**config.mk**
```make
export PLATFORM = sky130hd
export DESIGN_NAME = accum_alu
export DESIGN_NICKNAME = d
export VERILOG_FILES = /design/src/rtl/accum_alu.sv
export SDC_FILE = /design/constraint.sdc
export NUM_CORES = 1
export LEC_CHECK = 0
export BUFFER_PORTS_ARGS = -buffer_cell sky130_fd_sc_hd__buf_4
export CAP_MARGIN = 15
export CORE_ASPECT_RATIO = 1.2
export CORE_MARGIN = 4
export CORE_UTILIZATION = 60
export DETAILED_ROUTE_END_ITERATION = 7
export PLACE_DENSITY = 0.88
export SYNTH_ARGS = -nofsm -noshare
export SYNTH_HDL_FRONTEND = slang
export SYNTH_SLANG_ARGS = --single-unit
```
**constraint.sdc**
```tcl
create_clock -name clk -period 5.15 [get_ports clk]
set_clock_uncertainty 0.05 [all_clocks]
set_input_delay 0.7725 -clock clk [delete_from_list [all_inputs] [get_ports clk]]
set_output_delay 0.7725 -clock clk [all_outputs]
set_load 0.05 [all_outputs]
```
**src/rtl/accum_alu.sv**
```systemverilog
// Accumulator ALU with OFF/READY/RUN/ERROR control and an optional multi-cycle shift-add multiply.
// Define ACCUM_ALU_MUL_EN to build the multiplier; without it a MUL request reports an error.
module accum_alu #(
    parameter int unsigned WIDTH = 8
) (
    input  logic             clk,
    input  logic             rst_n,
    input  logic             on,
    input  logic             in_valid,
    output logic             in_ready,
    input  logic             load,
    input  logic [2:0]       op,
    input  logic [WIDTH-1:0] operand,
    input  logic             err_clr,
    output logic [WIDTH-1:0] acc_out,
    output logic             out_valid,
    output logic             error,
    output logic [1:0]       state
);

    typedef enum logic [1:0] {
        StOff   = 2'b00,
        StReady = 2'b01,
        StRun   = 2'b10,
        StError = 2'b11
    } stateE;

    localparam logic [2:0] OpMul = 3'b110;

    stateE            stateQ;
    logic [WIDTH-1:0] accQ;
    logic             outValidQ;

    logic [WIDTH-1:0] aluRes;
    logic             aluErr;
    logic [WIDTH:0]   addFull;
    logic [WIDTH:0]   subFull;

    // The extra top bit of each wide result is the carry-out / borrow.
    always_comb begin
        aluRes  = accQ;
        aluErr  = 1'b0;
        addFull = {1'b0, accQ} + {1'b0, operand};
        subFull = {1'b0, accQ} - {1'b0, operand};
        unique case (op)
            3'b000: aluRes = accQ & operand;
            3'b001: aluRes = accQ | operand;
            3'b010: aluRes = accQ ^ operand;
            3'b011: aluRes = ~accQ;
            3'b100: begin
                aluRes = addFull[WIDTH-1:0];
                aluErr = addFull[WIDTH];
            end
            3'b101: begin
                aluRes = subFull[WIDTH-1:0];
                aluErr = subFull[WIDTH];
            end
            3'b110: aluRes = accQ;
            3'b111: aluRes = '0;
        endcase
    end

`ifdef ACCUM_ALU_MUL_EN
    localparam int unsigned CntW = $clog2(WIDTH);
    localparam logic [CntW-1:0] LastCnt = CntW'(WIDTH - 1);

    logic [2*WIDTH-1:0] mcandQ;
    logic [WIDTH-1:0]   mprQ;
    logic [2*WIDTH-1:0] prodQ;
    logic [CntW-1:0]    cntQ;
    logic [2*WIDTH-1:0] prodNext;

    assign prodNext = prodQ + (mprQ[0] ? mcandQ : '0);
`endif

    always_ff @(posedge clk or negedge rst_n) begin
        if (!rst_n) begin
            stateQ    <= StOff;
            accQ      <= '0;
            outValidQ <= 1'b0;
`ifdef ACCUM_ALU_MUL_EN
            mcandQ    <= '0;
            mprQ      <= '0;
            prodQ     <= '0;
            cntQ      <= '0;
`endif
        end else if (!on) begin
            stateQ    <= StOff;
            accQ      <= '0;
            outValidQ <= 1'b0;
`ifdef ACCUM_ALU_MUL_EN
            mcandQ    <= '0;
            mprQ      <= '0;
            prodQ     <= '0;
            cntQ      <= '0;
`endif
        end else begin
            outValidQ <= 1'b0;
            case (stateQ)
                StOff: stateQ <= StReady;
                StReady: begin
                    if (in_valid) begin
                        if (load) begin
                            accQ      <= operand;
                            outValidQ <= 1'b1;
                        end else if (op == OpMul) begin
`ifdef ACCUM_ALU_MUL_EN
                            mcandQ <= {{WIDTH{1'b0}}, accQ};
                            mprQ   <= operand;
                            prodQ  <= '0;
                            cntQ   <= '0;
                            stateQ <= StRun;
`else
                            outValidQ <= 1'b1;
                            stateQ    <= StError;
`endif
                        end else begin
                            accQ      <= aluRes;
                            outValidQ <= 1'b1;
                            if (aluErr) begin
                                stateQ <= StError;
                            end
                        end
                    end
                end
                StRun: begin
`ifdef ACCUM_ALU_MUL_EN
                    // One multiplier bit per cycle; the last step commits the result.
                    prodQ  <= prodNext;
                    mcandQ <= mcandQ << 1;
                    mprQ   <= mprQ >> 1;
                    cntQ   <= cntQ + 1'b1;
                    if (cntQ == LastCnt) begin
                        accQ      <= prodNext[WIDTH-1:0];
                        outValidQ <= 1'b1;
                        cntQ      <= '0;
                        stateQ    <= (|prodNext[2*WIDTH-1:WIDTH]) ? StError : StReady;
                    end
`else
                    stateQ <= StReady;
`endif
                end
                StError: begin
                    if (err_clr) begin
                        stateQ <= StReady;
                    end
                end
            endcase
        end
    end

    assign acc_out   = accQ;
    assign out_valid = outValidQ;
    assign state     = stateQ;
    assign in_ready  = (stateQ == StReady);
    assign error     = (stateQ == StError);

endmodule

```
==> results of run 1 <==
## worst max path at each step
stage,cells after the start,to,from,slack (ps)
after global routing,9,acc_out[6]$_DFFE_PN0P_,operand[0],2570
after global placement,9,acc_out[6]$_DFFE_PN0P_,operand[0],2440
after detailed placement,9,acc_out[6]$_DFFE_PN0P_,operand[0],2400
final,9,acc_out[6]$_DFFE_PN0P_,operand[0],2650
after floorplan,8,acc_out[6]$_DFFE_PN0P_,operand[0],2680
after CTS,9,acc_out[6]$_DFFE_PN0P_,operand[0],2700
## power by group
| part | internal [mW] | switching [mW] | total (mW) |
|---|---|---|---|
| clock | 0.0301 | 0.0352 | 0.0653 |
| combinational | 0.0664 | 0.0993 | 0.166 |
| sequential | 0.0909 | 0.00714 | 0.0981 |
## state kept, by name, summed over array words and instances (netlist names)
signal and count:
out_valid 1, state 2, acc_out 8
## cell usage after synthesis, types with 2 or more instances
| master | n |
|---|---|
| nor3_1 | 5 |
| a21oi_1 | 15 |
| buf_4 | 4 |
| clkbuf_1 | 7 |
| xnor2_1 | 4 |
| a21o_1 | 4 |
| o211ai_1 | 7 |
| nand2_1 | 14 |
| o21bai_1 | 5 |
| a211oi_1 | 5 |
| o31ai_1 | 3 |
| mux2_2 | 2 |
| dfrtp_1 | 11 |
| mux2i_1 | 5 |
| a22o_1 | 2 |
| fa_1 | 2 |
| mux4_2 | 3 |
| xor2_1 | 3 |
| and2_1 | 2 |
| buf_2 | 3 |
| ha_1 | 26 |
| o22ai_1 | 2 |
| nand3_1 | 7 |
| a221oi_1 | 3 |
| a22oi_1 | 5 |
| nor2_1 | 8 |
| inv_1 | 25 |
| o21ai_0 | 11 |
| nor2b_1 | 5 |
## through the flow
stage	setup slack, ps	total power [mW]
2_1_floorplan	2680	0.222
4_1_cts	2700	0.327
3_3_place_gp	2440	0.261
6_report	2650	0.329
3_5_place_dp	2400	0.263
5_1_grt	2570	0.352
## logic make-up after synthesis
group | share of synthesized area
adders and majority gates | 0.205
xor gates and xnor gates | 0.0344
buffers and inverters | 0.103
muxes | 0.0786
AOI/OAI and AO/OA | 0.296
DFF | 0.154
and+or+nand+nor | 0.129
## worst reg2reg max path: stages, from the launching register on
cell,delay [ps]
dfrtp_1,410
inv_1,90
ha_1,220
fa_1,420
o21bai_1,220
a211oi_1,100
o21bai_1,220
xnor2_1,90
a221oi_1,290
o21ai_0,120
## routing by layer
metal  track usage  vias up  wire length (µm)
li1              -      824                 -
met4         0.104        0                59
met1         0.299      793              1800
met3        0.0402        6               373
met2         0.403       89              2190
met5             0        -                 0
## cell type report
cell class / instances / share of cell area
clock buffers: 4 / 0.0132
inverters: 27 / 0.0510
multi-input cells: 166 / 0.666
flip-flops and latches: 11 / 0.139
well taps: 34 / 0.0214
repair buffers: 29 / 0.110
==> impl_metrics.ini, run 1 <==
[run_status]
status = complete, no violations

[grt]
grt-ovfl-total = 0
grt_max_degree = 27
antenna_found_initial = 0
grt_pass1_vias = 1573
grt_util_all_layers = 0.239
grt_pass1_wl_mm = 7.26

[clock_tree]
cts_tree = built
cts_buffers = 3
ctsResizeCount = 0
clk_latency_ps = 280
clk_pin_slew_ps = 80
clockBufferDepth = 2
postCtsSetupBuffers = 0
clock_sinks = 11
cts-root-buf = clkbuf_4
htreeDepth = 1
ctsHoldBuffers = 0

[route]
drt_wl_total_mm = 4.42
antenna_left = 0
drc = 0
drt-vias-per-instance = 6.32
drt_iter0_markers = 75
vias = 1712
wl_per_cell_um = 16.3
first_pass_iters = 4

[logic_synthesis]
synth-seq-cells = 11
syn_area_um2 = 1780
synth_top_area_share = 0.183
async_flop_share = 1.00
synth.largest_area_cell = ha_1
syn_area_per_cell_um2 = 8.14
synth.distinct_cells = 50
seq_area_frac_synth = 0.154
syn_inst = 219
synthTopCellsByArea = ha_1 (18%), dfrtp_1 (15%), inv_1 (5.3%)
yosysWarningCount = 0
yosys_most_used_dff = dfrtp_1
synthesis.nets = 264
synth_edf_count = 0

[worst_setup_path]
cp.required_ps = 5260
cp_num_buf_inv = 1
cpMostUsedCell = o21ai_0
r2r_cells = 9
critPathArrivalTime_ps = 2610
r2r-end = acc_out[6]$_DFFE_PN0P_
worstPathMaxFanout = 4
ff2ff_setup_slack_ps = 2810
cp-end-kind = flip-flop
worstSetupPathType = in -> reg
slowest_delay_ps = 420
cp_slowest_cell = fa_1
critPathLaunchType = primary input
r2r-start = acc_out[0]$_DFFE_PN0P_
crit_chain = buf_4 -> ha_1 -> fa_1 -> a21o_1 -> a21oi_1 -> o21ai_0 -> xnor2_1 -> a221oi_1 -> o21ai_0
cp_top_family = compound AO/OA/AOI/OAI gates

[layout]
fin_nets = 283
final_common_cell = buf_4
fin_util = 0.706
nFillCells = 239
syn_to_final_growth_pct = 11.4
instances_no_fill = 271
fin_area_um2 = 1990
most-common-layout-cells = buf_4 (29), ha_1 (26), inv_1 (25)
layout-drive-gt1-share = 0.177
multi_input_area_um2 = 1320
n_antenna_cell = 0
seq_area_um2 = 275

[placement]
place_hpwl_mm = 3.29
place_inst = 267
place_area_um2 = 1960
port_buffers = 29
gp_congestion = 0.896

[die]
core_um2 = 2810
die_area_um2 = 3910
pin_count = 30
rows = 21
die_h_um = 67.7
die_w_um = 57.7
start_util = 0.634

[timing]
fin_hold_ws_ps = 262
fin_crit_ps = 2500
finalSetupTns_ps = 0
rsz0062_at_grt = no
hold_violations = 0
drv_slew = 0
finalCritPeriodShare = 0.486
tightest_slew_ps = 402
fmax_mhz = 399
relSlewSlack = 0.731
setup_viol = 0

[power]
powerDensity_nw_per_um2 = 166
leakage_nw = 0.968
vdd_drop_max_uv = 146

[worst_hold_path]
hold_path_class = in -> async

[run]
drv_cap = 0
Power figures use the tool's default switching activity.
==> run 2: changes to the inputs <==
--- a/config.mk
+++ b/config.mk
@@ -9,9 +9,9 @@
 export CAP_MARGIN = 15
 export CORE_ASPECT_RATIO = 1.2
 export CORE_MARGIN = 4
-export CORE_UTILIZATION = 60
+export CORE_UTILIZATION = 52
 export DETAILED_ROUTE_END_ITERATION = 7
-export PLACE_DENSITY = 0.88
+export PLACE_DENSITY = 0.82
 export SYNTH_ARGS = -nofsm -noshare
 export SYNTH_HDL_FRONTEND = slang
 export SYNTH_SLANG_ARGS = --single-unit
==> constraint.sdc (replaced) <==
create_clock -name clk -period 2.1 [get_ports clk]
set_clock_uncertainty 0.05 [all_clocks]
set_input_delay 0.315 -clock clk [delete_from_list [all_inputs] [get_ports clk]]
set_output_delay 0.315 -clock clk [all_outputs]
set_load 0.05 [all_outputs]
==> run 2 against run 1 <==
  * The flow now finishes with violations (negative setup slack)
  * Via count up 7.3%
  * Critical path depth unchanged
  * Sequential cell count unchanged
  * Sequential power up 150%
  * Global-route usage down 0.22 points
  * Non-clock buffer count up 26
  * Count of clock-buffer cells in the layout unchanged
  * Power rose to 3.0 times the previous value
  * Core utilization down 0.34 points
  * Design area up 17%
  * Setup slack worse by 2700 ps
  * Sequential share of layout area down 1.7 points
  * Largest cell class unchanged
  * Largest power group unchanged
==> impl_metrics.ini, run 2 (same netlist as run 1, synthesis figures left out) <==
[run_status]
status = complete, but fails checks
failed_checks = negative setup slack

[timing]
fin_ws_ps = -34.4
relSlewSlack = 0.755
hold_violations = 0
drv_slew = 0
fin_crit_ps = 2130
fin_hold_ws_ps = 162
fmax_mhz = 469
setup_viol = 2
tightest_slew_ps = 366
finalCritPeriodShare = 1.02
rsz0062_at_grt = yes

[clock_tree]
cts_tree = built
htreeDepth = 1
clock_sinks = 11
clockBufferDepth = 2
clk_latency_ps = 240
cts-root-buf = clkbuf_8
cts_buffers = 3
clk_pin_slew_ps = 60

[route]
wl_per_cell_um = 17.2
drt-vias-per-instance = 6.12
first_pass_iters = 4
vias = 1837
drt_iter0_markers = 87
drc = 0
drt_wl_total_mm = 5.17
antenna_left = 0

[worst_hold_path]
min_to = state[0]$_DFFE_PN0P_
whs_path_depth = 1
hold_path_class = in -> reg
min_from = on

[worst_setup_path]
cp.required_ps = 2170
r2r_cells = 9
slowest_delay_ps = 420
worstSetupPathType = reg -> reg
worstPathMaxFanout = 3
ff2ff_setup_slack_ps = -30
r2r-end = acc_out[6]$_DFFE_PN0P_
r2r-start = acc_out[0]$_DFFE_PN0P_
cp-end-kind = flip-flop
cp_slowest_cell = fa_2
critPathLaunchType = flip-flop
crit_chain = inv_2 -> ha_4 -> fa_2 -> o21bai_4 -> a211oi_2 -> o21bai_2 -> xnor2_1 -> a221oi_2 -> o21ai_1
critPathArrivalTime_ps = 2210

[grt]
grt-ovfl-total = 0
grt_util_all_layers = 0.237
grt_pass1_vias = 1741
grt_pass1_wl_mm = 8.04
grt_max_degree = 27
antenna_found_initial = 0

[layout]
layout-drive-gt1-share = 0.357
fin_nets = 309
instances_no_fill = 300
largest_reg_flops = 8
most-common-layout-cells = buf_4 (54), inv_1 (22), ha_1 (21)
n_antenna_cell = 0
final_common_cell = buf_4
syn_to_final_growth_pct = 30.5

[placement]
gp_congestion = 0.853
place_inst = 293
place_hpwl_mm = 3.67
port_buffers = 29

[power]
vdd_drop_max_uv = 335
powerDensity_nw_per_um2 = 418
leakage_nw = 1.11

[die]
die_w_um = 61.4
start_util = 0.538
die_h_um = 72.1
pin_count = 30
die_area_um2 = 4430
core_um2 = 3310
rows = 23

[run]
drv_cap = 0
-- run 2: worst max-delay path by stage --
stage	start	end	depth (start not counted)	slack [ps]
floorplan	acc_out[0]$_DFFE_PN0P_	acc_out[6]$_DFFE_PN0P_	9	-80
global placement	operand[0]	acc_out[6]$_DFFE_PN0P_	9	-50
detailed placement	operand[0]	acc_out[6]$_DFFE_PN0P_	9	-60
CTS	acc_out[0]$_DFFE_PN0P_	acc_out[6]$_DFFE_PN0P_	9	-30
global route	acc_out[0]$_DFFE_PN0P_	acc_out[6]$_DFFE_PN0P_	9	-140
finish	acc_out[0]$_DFFE_PN0P_	acc_out[6]$_DFFE_PN0P_	9	-30
-- run 2: routing by layer --
layer	global-route usage	vias to the layer above	routed length, µm
met1	0.316	862	2040
met4	0.0991	0	159
met5	0	-	0
li1	-	875	-
met2	0.387	84	2540
met3	0.0196	16	429
-- run 2: area by class of cell --
| type | instances | area (µm²) |
|---|---|---|
| Multi-Input combinational cell | 166 | 1440 |
| Sequential cell | 11 | 283 |
| Inverter | 27 | 101 |
| Tap cell | 37 | 46.3 |
| Clock buffer | 4 | 45.0 |
| Fill cell | 260 | 983 |
| Timing Repair Buffer | 55 | 415 |
-- run 2: report_power, final --
group	switching, mW	leakage [nW]	internal (mW)	total, mW
clock network	0.0909	0.0228	0.134	0.225
registers	0.0164	0.138	0.225	0.241
logic	0.283	0.953	0.222	0.506
-- run 2: worst max-delay path, delay by kind of cell (launching register included) --
family	cells	cell delay, ps
AO/OA/AOI/OAI	5	810
XOR/XNOR	1	110
adder cells (fa/ha/maj)	2	590
buffers and inverters	1	60
flip-flops	1	410
-- run 2: timing repair --
action | 4_1_cts | 5_1_grt
pin swaps | 3 | 10
gates resized for setup | 5 | 15
hold buffers | 1 | 0
endpoints found under the hold margin | 11 | 0
setup endpoints to repair | 3 | 7
setup buffers | 2 | 0
-- run 2: per-stage QoR --
stage | cell area (µm²) | utilization | TNS [ps] | power [mW] | setup slack (ps)
after floorplan | 1820 | - | -177 | 0.553 | -76.4
after global placement | 2170 | 0.656 | -72.5 | 0.694 | -53.7
after detailed placement | 2170 | 0.656 | -103 | 0.704 | -63.7
after CTS | 2270 | 0.685 | -28.5 | 0.939 | -28.5
after global routing | 2330 | 0.703 | -354 | 1.02 | -143
final | 2330 | 0.703 | -40.5 | 0.972 | -34.4
